## config.mk

```make
export PLATFORM = sky130hd
export DESIGN_NAME = ex_operand_stage
export DESIGN_NICKNAME = d
export VERILOG_FILES = /design/src/rtl/ex_operand_stage.sv
export SDC_FILE = /design/constraint.sdc
export NUM_CORES = 1
export LEC_CHECK = 0
export CAP_MARGIN = 20
export CELL_PAD_IN_SITES_DETAIL_PLACEMENT = 0
export CELL_PAD_IN_SITES_GLOBAL_PLACEMENT = 1
export CORE_ASPECT_RATIO = 1.1
export CORE_MARGIN = 5
export CORE_UTILIZATION = 32
export CTS_CLUSTER_DIAMETER = 150
export CTS_CLUSTER_SIZE = 10
export DETAILED_ROUTE_END_ITERATION = 8
export PLACE_DENSITY_LB_ADDON = 0.3
export SLEW_MARGIN = 10
export SYNTH_ARGS = -nofsm -noshare
export SYNTH_HDL_FRONTEND = slang
export SYNTH_SLANG_ARGS = --single-unit
```

## constraint.sdc

```tcl
create_clock -name i_clk -period 3.35 [get_ports i_clk]
set_input_delay 0.335 -clock i_clk [delete_from_list [all_inputs] [get_ports i_clk]]
set_output_delay 0.335 -clock i_clk [all_outputs]
set_load 0.05 [all_outputs]
```

## src/rtl/ex_operand_stage.sv

```systemverilog
// ID/EX pipeline register for the RV32I core: captures the decode bundle, forwards
// EX/MEM and MEM/WB results into the ALU operands, and flags load-use hazards.
module ex_operand_stage #(
  parameter int DATAW = 32,
  parameter int REGW  = 5
) (
  input  logic             i_clk,
  input  logic             i_rst_n,
  input  logic             i_stall,
  input  logic             i_flush,
  input  logic             i_id_valid,
  input  logic [DATAW-1:0] i_id_pc,
  input  logic [DATAW-1:0] i_id_imm,
  input  logic [REGW-1:0]  i_id_rs1,
  input  logic [REGW-1:0]  i_id_rs2,
  input  logic             i_id_use_rs1,
  input  logic             i_id_use_rs2,
  input  logic [DATAW-1:0] i_id_rs1_data,
  input  logic [DATAW-1:0] i_id_rs2_data,
  input  logic [3:0]       i_id_alu_sel,
  input  logic [1:0]       i_id_a_sel,
  input  logic [1:0]       i_id_b_sel,
  input  logic [REGW-1:0]  i_id_rd,
  input  logic             i_id_wen,
  input  logic             i_id_is_load,
  input  logic [REGW-1:0]  i_exm_rd,
  input  logic             i_exm_wen,
  input  logic [DATAW-1:0] i_exm_data,
  input  logic [REGW-1:0]  i_mwb_rd,
  input  logic             i_mwb_wen,
  input  logic [DATAW-1:0] i_mwb_data,
  output logic [3:0]       o_alu_sel,
  output logic [DATAW-1:0] o_alu_a,
  output logic [DATAW-1:0] o_alu_b,
  output logic [DATAW-1:0] o_ex_store_data,
  output logic             o_ex_valid,
  output logic [REGW-1:0]  o_ex_rd,
  output logic             o_ex_wen,
  output logic             o_ex_is_load,
  output logic [DATAW-1:0] o_ex_pc,
  output logic             o_load_use_stall
);

  localparam logic [3:0] ALU_ADD = 4'd0;

  logic             r_valid;
  logic [REGW-1:0]  r_rd;
  logic             r_wen;
  logic             r_is_load;
  logic [DATAW-1:0] r_pc;
  logic [3:0]       r_alu_sel;
  logic [1:0]       r_a_sel;
  logic [1:0]       r_b_sel;
  logic [REGW-1:0]  r_rs1;
  logic [REGW-1:0]  r_rs2;
  logic [DATAW-1:0] r_rs1_data;
  logic [DATAW-1:0] r_rs2_data;
  logic [DATAW-1:0] r_imm;

  logic             w_load_use_raw;
  logic             w_bubble;
  logic             w_capture;
  logic [DATAW-1:0] w_fwd_rs1;
  logic [DATAW-1:0] w_fwd_rs2;

  // Youngest producer wins; x0 is never bypassed.
  function automatic logic [DATAW-1:0] fwd_value(
    input logic [REGW-1:0]  rs,
    input logic [DATAW-1:0] reg_val,
    input logic [REGW-1:0]  exm_rd,
    input logic             exm_wen,
    input logic [DATAW-1:0] exm_data,
    input logic [REGW-1:0]  mwb_rd,
    input logic             mwb_wen,
    input logic [DATAW-1:0] mwb_data
  );
    logic [DATAW-1:0] v;
    if (rs == '0) begin
      v = reg_val;
    end else if (exm_wen && (exm_rd == rs)) begin
      v = exm_data;
    end else if (mwb_wen && (mwb_rd == rs)) begin
      v = mwb_data;
    end else begin
      v = reg_val;
    end
    return v;
  endfunction

  assign w_load_use_raw = r_valid && r_is_load && (r_rd != '0) && i_id_valid &&
                          ((i_id_use_rs1 && (i_id_rs1 == r_rd)) ||
                           (i_id_use_rs2 && (i_id_rs2 == r_rd)));
  assign w_bubble  = !i_rst_n || i_flush || (!i_stall && w_load_use_raw);
  assign w_capture = !w_bubble && !i_stall;

  // ID/EX bundle register: bubble on reset/flush/load-use, hold on stall.
  always_ff @(posedge i_clk) begin
    if (w_bubble) begin
      r_valid    <= 1'b0;
      r_rd       <= '0;
      r_wen      <= 1'b0;
      r_is_load  <= 1'b0;
      r_pc       <= '0;
      r_alu_sel  <= ALU_ADD;
      r_a_sel    <= 2'd0;
      r_b_sel    <= 2'd0;
      r_rs1      <= '0;
      r_rs2      <= '0;
      r_rs1_data <= '0;
      r_rs2_data <= '0;
      r_imm      <= '0;
    end else if (w_capture) begin
      r_valid    <= i_id_valid;
      r_rd       <= i_id_rd;
      r_wen      <= i_id_wen && i_id_valid;
      r_is_load  <= i_id_is_load && i_id_valid;
      r_pc       <= i_id_pc;
      r_alu_sel  <= i_id_alu_sel;
      r_a_sel    <= i_id_a_sel;
      r_b_sel    <= i_id_b_sel;
      r_rs1      <= i_id_rs1;
      r_rs2      <= i_id_rs2;
      r_rs1_data <= i_id_rs1_data;
      r_rs2_data <= i_id_rs2_data;
      r_imm      <= i_id_imm;
    end
  end

  assign w_fwd_rs1 = fwd_value(r_rs1, r_rs1_data, i_exm_rd, i_exm_wen, i_exm_data,
                               i_mwb_rd, i_mwb_wen, i_mwb_data);
  assign w_fwd_rs2 = fwd_value(r_rs2, r_rs2_data, i_exm_rd, i_exm_wen, i_exm_data,
                               i_mwb_rd, i_mwb_wen, i_mwb_data);

  // Operand A select; the reserved code reads as zero.
  always_comb begin
    o_alu_a = '0;
    case (r_a_sel)
      2'd0:    o_alu_a = w_fwd_rs1;
      2'd1:    o_alu_a = r_pc;
      default: o_alu_a = '0;
    endcase
  end

  // Operand B select; the reserved code reads as zero.
  always_comb begin
    o_alu_b = '0;
    case (r_b_sel)
      2'd0:    o_alu_b = w_fwd_rs2;
      2'd1:    o_alu_b = r_imm;
      2'd2:    o_alu_b = DATAW'(4);
      default: o_alu_b = '0;
    endcase
  end

  assign o_ex_store_data  = w_fwd_rs2;
  assign o_alu_sel        = r_alu_sel;
  assign o_ex_valid       = r_valid;
  assign o_ex_rd          = r_rd;
  assign o_ex_wen         = r_wen;
  assign o_ex_is_load     = r_is_load;
  assign o_ex_pc          = r_pc;
  assign o_load_use_stall = w_load_use_raw && !i_stall && !i_flush;

endmodule

```

# Word-level counts from Yosys, hierarchy flattened
# Index checks and enable logic that the tools add are counted.
# W data, S select, Z words.
[word_totals]
reg_bits = 154
latchBits = 0
ram_bits = 0
rom_bits = 0
n_memories = 0
[classes]
add_sub_neg = 0
mul = 0
div_mod_pow = 0
order_cmp = 0
eq_ne = 9
shifts = 0
mux = 8
bitwise_logic = 0
n_reduce_logical = 27
[op_table]
columns = ["operator", "n"]
rows = [
  ["$mux W32", 6],
  ["$pmux W32 S3", 1],
  ["$pmux W32 S2", 1],
  ["$eq A5 B5 Y1", 6],
  ["$logic_and A1 B1 Y1", 15],
  ["$logic_not A5 Y1", 2],
  ["$reduce_bool A5 Y1", 1],
  ["$eq A2 B1 Y1 const B", 2],
  ["$logic_not A1 Y1", 4],
  ["$logic_not A2 Y1", 2],
  ["$logic_or A1 B1 Y1", 3],
  ["$eq A2 B2 Y1 const B", 1],
]

# Depth between registers and ports, before layout
# Gate-level depths: netlist of run 1.
[depth]
depth_word = 8
depth_mapped = 8
depth_no_buf = 5

# Least setup slack after synthesis of run 1
# No wires, ideal clock.
[synth_path]
path_kind = "flip-flop to output port"
from = "reg r_rs2[1]"
to = "out o_alu_b[10]"
t_arrival_ns = 2.637
required_time_ns = 3.015
setup_slack_ns = 0.378
path_stages_with_launch = 8
n_path_buf = 2
cell_sequence = "dfxtp_1 > xor2_1 > nor4_4 > and2_1 > buf_2 > buf_6 > a32oi_1 > a221oi_1"
[synth_via]
elab_chain_len = 6
[synth_rtl]
columns = ["item", "line_no", "source"]
rows = [
  ["from (decl)", "55", "logic [REGW-1:0] r_rs2;"],
  ["from (signal assigned)", "122", "r_rs2 <= i_id_rs2;"],
  ["$eq A5 B5 Y1", "82", "end else if (mwb_wen && (mwb_rd == rs)) begin"],
  ["$logic_and A1 B1 Y1", "82", ""],
  ["$mux W32", "82", ""],
  ["$mux W32", "80", "end else if (exm_wen && (exm_rd == rs)) begin"],
  ["$mux W32 (*)", "78", "if (rs == '0) begin"],
  ["$pmux W32 S3 (*)", "147", "case (r_b_sel)"],
  ["to (decl)", "34", "output logic [DATAW-1:0] o_alu_b,"],
]
# Every way passes the cells marked *; elsewhere a longest branch is shown, timed or not.

# Worst setup path after layout of run 1
[layout_path]
from = "reg r_rs2[4]"
to = "out o_alu_b[30]"
# Same word-level chain as after synthesis.

==> results of run 1 <==
layer usage:
metal	GRT usage (%)	part of all wire (%)
met4	11.0	3.6
met1	30.8	43
met3	6.06	7.3
met2	35.0	46
met5	0	0.038
sequential cells by signal, summed over array words and instances (netlist names):
name,flops
o_ex_pc,32
r_imm,32
r_rs1_data,32
r_rs2_data,32
o_ex_rd,5
r_rs1,5
r_rs2,5
o_alu_sel,4
r_a_sel,2
r_b_sel,2
o_ex_is_load,1
o_ex_valid,1
o_ex_wen,1
critical path: cells and delay by family, from the launching register on:
kind | cells | cell delay (ns)
and+or+nand+nor | 2 | 0.85
AOI/OAI and AO/OA | 2 | 0.38
xor gates and xnor gates | 1 | 0.15
buffers and inverters | 2 | 0.53
DFF | 1 | 0.43
repair_timing:
action,4_1_cts,5_1_grt
hold endpoints to repair,0,0
setup buffers,0,0
setup endpoints to repair,0,1
resized for setup,0,1
stage by stage:
step	total power, mW	instances	hold slack [ns]	instance area (um^2)	utilization [%]
global placement	3.26	1467	0.453	12300	50.8
CTS	5.14	1499	0.475	12900	53.2
detailed placement	3.27	1467	0.457	12300	50.8
finish	5.10	1510	0.476	12900	53.3
global route	5.29	1509	0.489	12900	53.3
floorplan	2.60	855	0.442	7790	-
cells in the mapped netlist:
cell,instances,area (um^2)
dfxtp_1,154,3080
a22o_1,152,1330
inv_1,64,240
clkbuf_1,58,218
a221oi_1,44,385
nand2_1,39,146
nor2_1,39,146
and2_1,34,213
a21o_1,33,248
nand3_1,33,165
o22ai_1,33,206
a32oi_1,32,280
a31oi_1,31,194
buf_2,31,155
xnor2_1,24,210
a221oi_2,19,285
xor2_1,6,52.6
nand4_1,4,25.0
buf_4,3,22.5
a211oi_2,2,25.0
a21oi_1,2,10.0
a32o_1,2,20.0
nand2b_1,2,12.5
nor3_1,2,10.0
a22oi_1,1,7.51
a311oi_1,1,8.76
and4_1,1,8.76
buf_1,1,3.75
buf_6,1,11.3
nand3_2,1,10.0
nor2b_1,1,6.26
nor4_4,1,21.3
o211ai_1,1,7.51
or2_1,1,6.26
or3b_1,1,8.76
or4_1,1,7.51
worst paths after layout:
| kind | endpoint | slack (ns) | cells after the start |
|---|---|---|---|
| max | o_alu_b[30] | 0.23 | 7 |
| min | r_imm[29] | 0.48 | 1 |
| max reg2reg | r_imm[21] | 1.16 | 6 |
| min reg2reg | r_imm[29] | 0.48 | 1 |
power by group:
part,switching [mW],internal (mW)
Clock,0.820,1.05
Sequential,0.0646,1.89
Combinational,0.647,0.623
Total,1.53,3.57
layout make-up:
cell class                      count  area, um^2  share of cell area, %
Antenna cell                       11        27.5                  0.213
Clock buffer                       20         447                   3.46
Clock inverter                     12         116                  0.900
Inverter                           64         240                   1.86
Multi-Input combinational cell    543        4090                   31.7
Sequential cell                   154        3090                   23.9
Tap cell                          310         388                   3.00
Timing Repair Buffer              396        4520                   35.0
cell usage in the layout (no fill, tap or decap), types with 2 or more instances in the layout:
cell type / n
a211oi_4: 2
a21o_1: 33
a21oi_1: 2
a221oi_1: 43
a221oi_2: 20
a22o_1: 152
a31oi_1: 31
a32o_1: 2
a32oi_1: 32
and2_1: 34
buf_12: 68
buf_4: 48
clkbuf_1: 2
clkbuf_16: 17
clkdlybuf4s50_1: 280
clkinv_4: 2
clkinvlp_4: 5
dfxtp_1: 151
dfxtp_2: 3
diode_2: 11
inv_1: 64
inv_6: 3
nand2_1: 38
nand2b_1: 2
nand3_1: 33
nand4_1: 4
nor2_1: 37
nor3_1: 2
o22ai_1: 33
xnor2_1: 24
xor2_1: 6
logic make-up (layout without fill, tap and decap cells):
| logic type | after synthesis | after routing | share of synthesized area (%) |
|---|---|---|---|
| and+or+nand+nor | 160 | 160 | 10.1 |
| DFF | 154 | 154 | 39.6 |
| other | 0 | 11 | 0 |
| AOI/OAI and AO/OA | 353 | 353 | 38.6 |
| xor gates and xnor gates | 30 | 30 | 3.37 |
| buffers and inverters | 158 | 492 | 8.35 |
==> impl_metrics.yaml, run 1 <==
routing:
  post_drt_via_cell_ratio: 5.51
  num_vias: 8324
  wl_per_cell_um: 22.4
  antenna_left: 0
  finalWirelength_mm: 33.8
  drt_first_iter_violations: 468
  route.detailed.drc: 0
  drtPass1Iterations: 7
placement:
  io_buffers: 376
  hpwl_mm: 24.8
  place.gp.congestion: 0.916
  dp_slack_ns: 0.235
sta:
  max_freq_mhz: 320
  drv_slew: 0
  finalClockSkew_ns: 0.0145
  slew_headroom_pct: 36.1
  setup_slack_ns: 0.229
  finalSetupTns_ns: 0
  period_needed_ns: 3.12
  period_share_pct: 93.2
  tightest_slew_ns: 0.958
  finalHoldViolCount: 0
  setup_viol: 0
  rsz0062_at_grt: "no"
critical_path:
  crit_type: "reg -> out"
  worst_setup_path_end_kind: "primary output"
  cp_slowest_cell: "or3b_2"
  crit_start: "r_rs2[4]"
  crit_chain: "xnor2_1 > nand4_1 > or3b_2 > buf_4 > a31oi_1 > a221oi_2 > buf_12"
  arrival_ns: 2.79
  start_kind: "flip-flop"
  cp_max_fo: 39
  cp.required_ns: 3.01
  cpPeakStageDelay_ns: 0.66
  timing.rr.start: "o_ex_rd[0]"
yosys:
  ys_ff_latch: 154
  synth_cell_type_count: 36
  seq_area_frac_synth_pct: 39.6
  synth.avg_cell_area_um2: 9.11
  syn_area_um2: 7790
  synth_fp_nets: 1091
  yosysWarnings: 0
  syn_inst: 855
clock_network:
  cts_tree: "built"
  postCtsHoldBufs: 0
  cts-root-buf: "clkbuf_16"
  cts_buffers: 17
  clk_latency_ns: 0.42
  clockBufferDepth: 2
  h-tree-depth: 4
  path_clk_slew_ns: 0.07
  numClockSinks: 154
grt:
  grt_max_degree: 127
  grt_pass1_wl_mm: 50.5
  antenna_found_initial: 11
  gr-usage-all-layers_pct: 23.2
  grt_pass1_vias: 8110
  grt_remaining_overflow: 0
floorplan:
  rows: 60
  fp.coreArea_um2: 24200
  die_area_um2: 27600
  initial_utilization_pct: 32.1
  dieWidth_um: 159
  die_h_um: 174
  ios: 377
run:
  max_cap_viol_count: 0
layout:
  nFillCells: 2258
  area_delta_synth_final_pct: 65.8
  drive_gt1_share_pct: 14.9
  fin_nets: 1412
run_status:
  outcome: "finished, final reports clean"
power_and_ir_drop:
  pwr_density_cell_nw_per_um2: 395
  power.leakage_nw: 5.09
  ir_worst_vdd_mv: 0.274
worst_hold_path:
  min_path_type: "reg -> reg"
  min_from: "r_imm[29]"
Note: power is estimated with default switching activity, not from simulation.
==> run 2: changes to the inputs <==
- GPL_ROUTABILITY_DRIVEN: not set -> 1
==> results of run 2 <==
The final DEF is identical to that of run 1; final timing and power are the same.
==> run 3: changes to the inputs <==
- PLACE_DENSITY_LB_ADDON: 0.3 -> 0.1
==> run 3 against run 2 <==
Against the previous run: critical path depth unchanged; via count down 2.0%; highest routed layer unchanged; critical endpoint is now o_alu_b[7]; sequential cell count unchanged; hold slack about the same; count of clock-buffer cells in the layout down 3; largest cell class unchanged.
==> impl_metrics.yaml, run 3 (same netlist as run 1, synthesis figures left out) <==
clock_network:
  cts-root-buf: "clkbuf_16"
  cts_setup_buffers: 0
  numClockSinks: 154
  cts_tree: "built"
  cts_resized: 0
  postCtsHoldBufs: 0
  cts_buffers: 17
  h-tree-depth: 4
  path_clk_slew_ns: 0.07
  clockBufferDepth: 2
  clk_latency_ns: 0.42
routing:
  route.detailed.drc: 0
  post_drt_via_cell_ratio: 5.40
  num_vias: 8159
  drt_first_iter_violations: 634
  wl_per_cell_um: 22.6
  drtPass1Iterations: 5
  finalWirelength_mm: 34.1
  antenna_left: 0
sta:
  finalHoldWorstSlack_ns: 0.476
  finalSetupTns_ns: 0
  slew_headroom_pct: 32.9
  tightest_slew_ns: 1.01
  drv_slew: 0
  finalClockSkew_ns: 0.0107
  setup_viol: 0
  finalHoldViolCount: 0
  period_share_pct: 90.2
  rsz0062_at_grt: "no"
  max_freq_mhz: 331
  period_needed_ns: 3.02
power_and_ir_drop:
  seq_power_share_pct: 37.6
  pwr-share-comb_pct: 24.8
  p_int_mw: 3.58
  swShare_pct: 30.9
  power.leakage_nw: 5.12
  clkPwrFrac_pct: 37.5
  total_power_mw: 5.18
  pwr_density_cell_nw_per_um2: 398
  ir_worst_vdd_mv: 0.247
  p_sw_mw: 1.60
worst_hold_path:
  min_path_type: "reg -> reg"
placement:
  hpwl_mm: 25.1
  placed_area_um2: 12400
  place.gp.congestion: 0.859
  io_buffers: 376
layout:
  final_common_cell: "clkdlybuf4s50_1"
  area_delta_synth_final_pct: 66.7
  drive_gt1_share_pct: 14.8
  utilization_pct: 53.6
  nFillCells: 2280
  final_cell_mix: "clkdlybuf4s50_1 (280), a22o_1 (152), dfxtp_1 (151)"
  final_area_um2: 13000
  fin_nets: 1410
floorplan:
  dieWidth_um: 159
  die_h_um: 174
  initial_utilization_pct: 32.1
  die_area_um2: 27600
  fp.coreArea_um2: 24200
  rows: 60
  ios: 377
grt:
  grt_max_degree: 114
  grt_remaining_overflow: 0
  grt_pass1_vias: 8198
  antenna_found_initial: 18
  gr-usage-all-layers_pct: 23.5
  grt_pass1_wl_mm: 51.3
critical_path:
  worst_setup_path_end_kind: "primary output"
  crit_type: "reg -> out"
  cp_max_fo: 32
  cp.required_ns: 3.01
  arrival_ns: 2.69
  start_kind: "flip-flop"
run:
  max_cap_viol_count: 0
run_status:
  outcome: "finished, final reports clean"
-- run 3: changes by cell type in the layout (fill, tap and decap cells not counted), sizes merged --
cell,previous run,this run
inv,67,75
clkinvlp,5,1
diode,11,15
clkbuf,20,17
buf,116,114
clkinv,3,2
-- run 3: per-stage QoR --
step / worst slack, ns / cells
floorplan: 0.378 / 855
global placement: 0.349 / 1465
detailed placement: 0.350 / 1465
CTS: 0.294 / 1497
global route: 0.174 / 1511
finish: 0.327 / 1512
-- run 3: routing by layer --
metal | vias up | GRT usage (%) | share of wire [%] | wire (um)
met5 | - | 0 | 0.11 | 39
met4 | 6 | 10.7 | 2.5 | 869
met1 | 3834 | 32.1 | 44 | 15100
met3 | 41 | 6.92 | 8.1 | 2780
li1 | 3927 | - | - | -
met2 | 351 | 34.3 | 45 | 15300
-- run 3: power groups by stage --
| stage | combinational (mW) | clock [mW] | sequential, mW |
|---|---|---|---|
| after floorplan | 0.578 | 0 | 2.03 |
| after global placement | 1.29 | 0 | 1.99 |
| after detailed placement | 1.29 | 0 | 1.99 |
| after CTS | 1.29 | 1.99 | 1.95 |
| after global routing | 1.35 | 2.08 | 1.96 |
| final | 1.28 | 1.94 | 1.95 |
-- run 3: critical path, cell delays in order (launching register included) --
cell and delay [ns]:
dfxtp_1 0.44, xor2_1 0.14, nor4_4 0.40, and2_1 0.23
buf_12 0.20, a32oi_1 0.15, a221oi_1 0.48, buf_12 0.20
-- run 3: path summary, 6_finish.rpt --
path,startpoint,end,slack [ns],depth (start not counted)
max,r_rs2[1],o_alu_b[7],0.33,7
min reg2reg,r_rs1_data[17],r_rs1_data[17],0.48,1
min,r_rs1_data[17],r_rs1_data[17],0.48,1
max reg2reg,o_ex_rd[3],r_rs2_data[30],1.37,6
-- run 3: area by class of cell --
type	instances	area, um^2	share of cell area [%]
Antenna cell	15	37.5	0.289
Clock buffer	17	425	3.27
Clock inverter	15	154	1.18
Inverter	64	240	1.85
Multi-Input combinational cell	543	4090	31.5
Sequential cell	154	3090	23.8
Tap cell	310	388	2.99
Timing Repair Buffer	394	4570	35.2
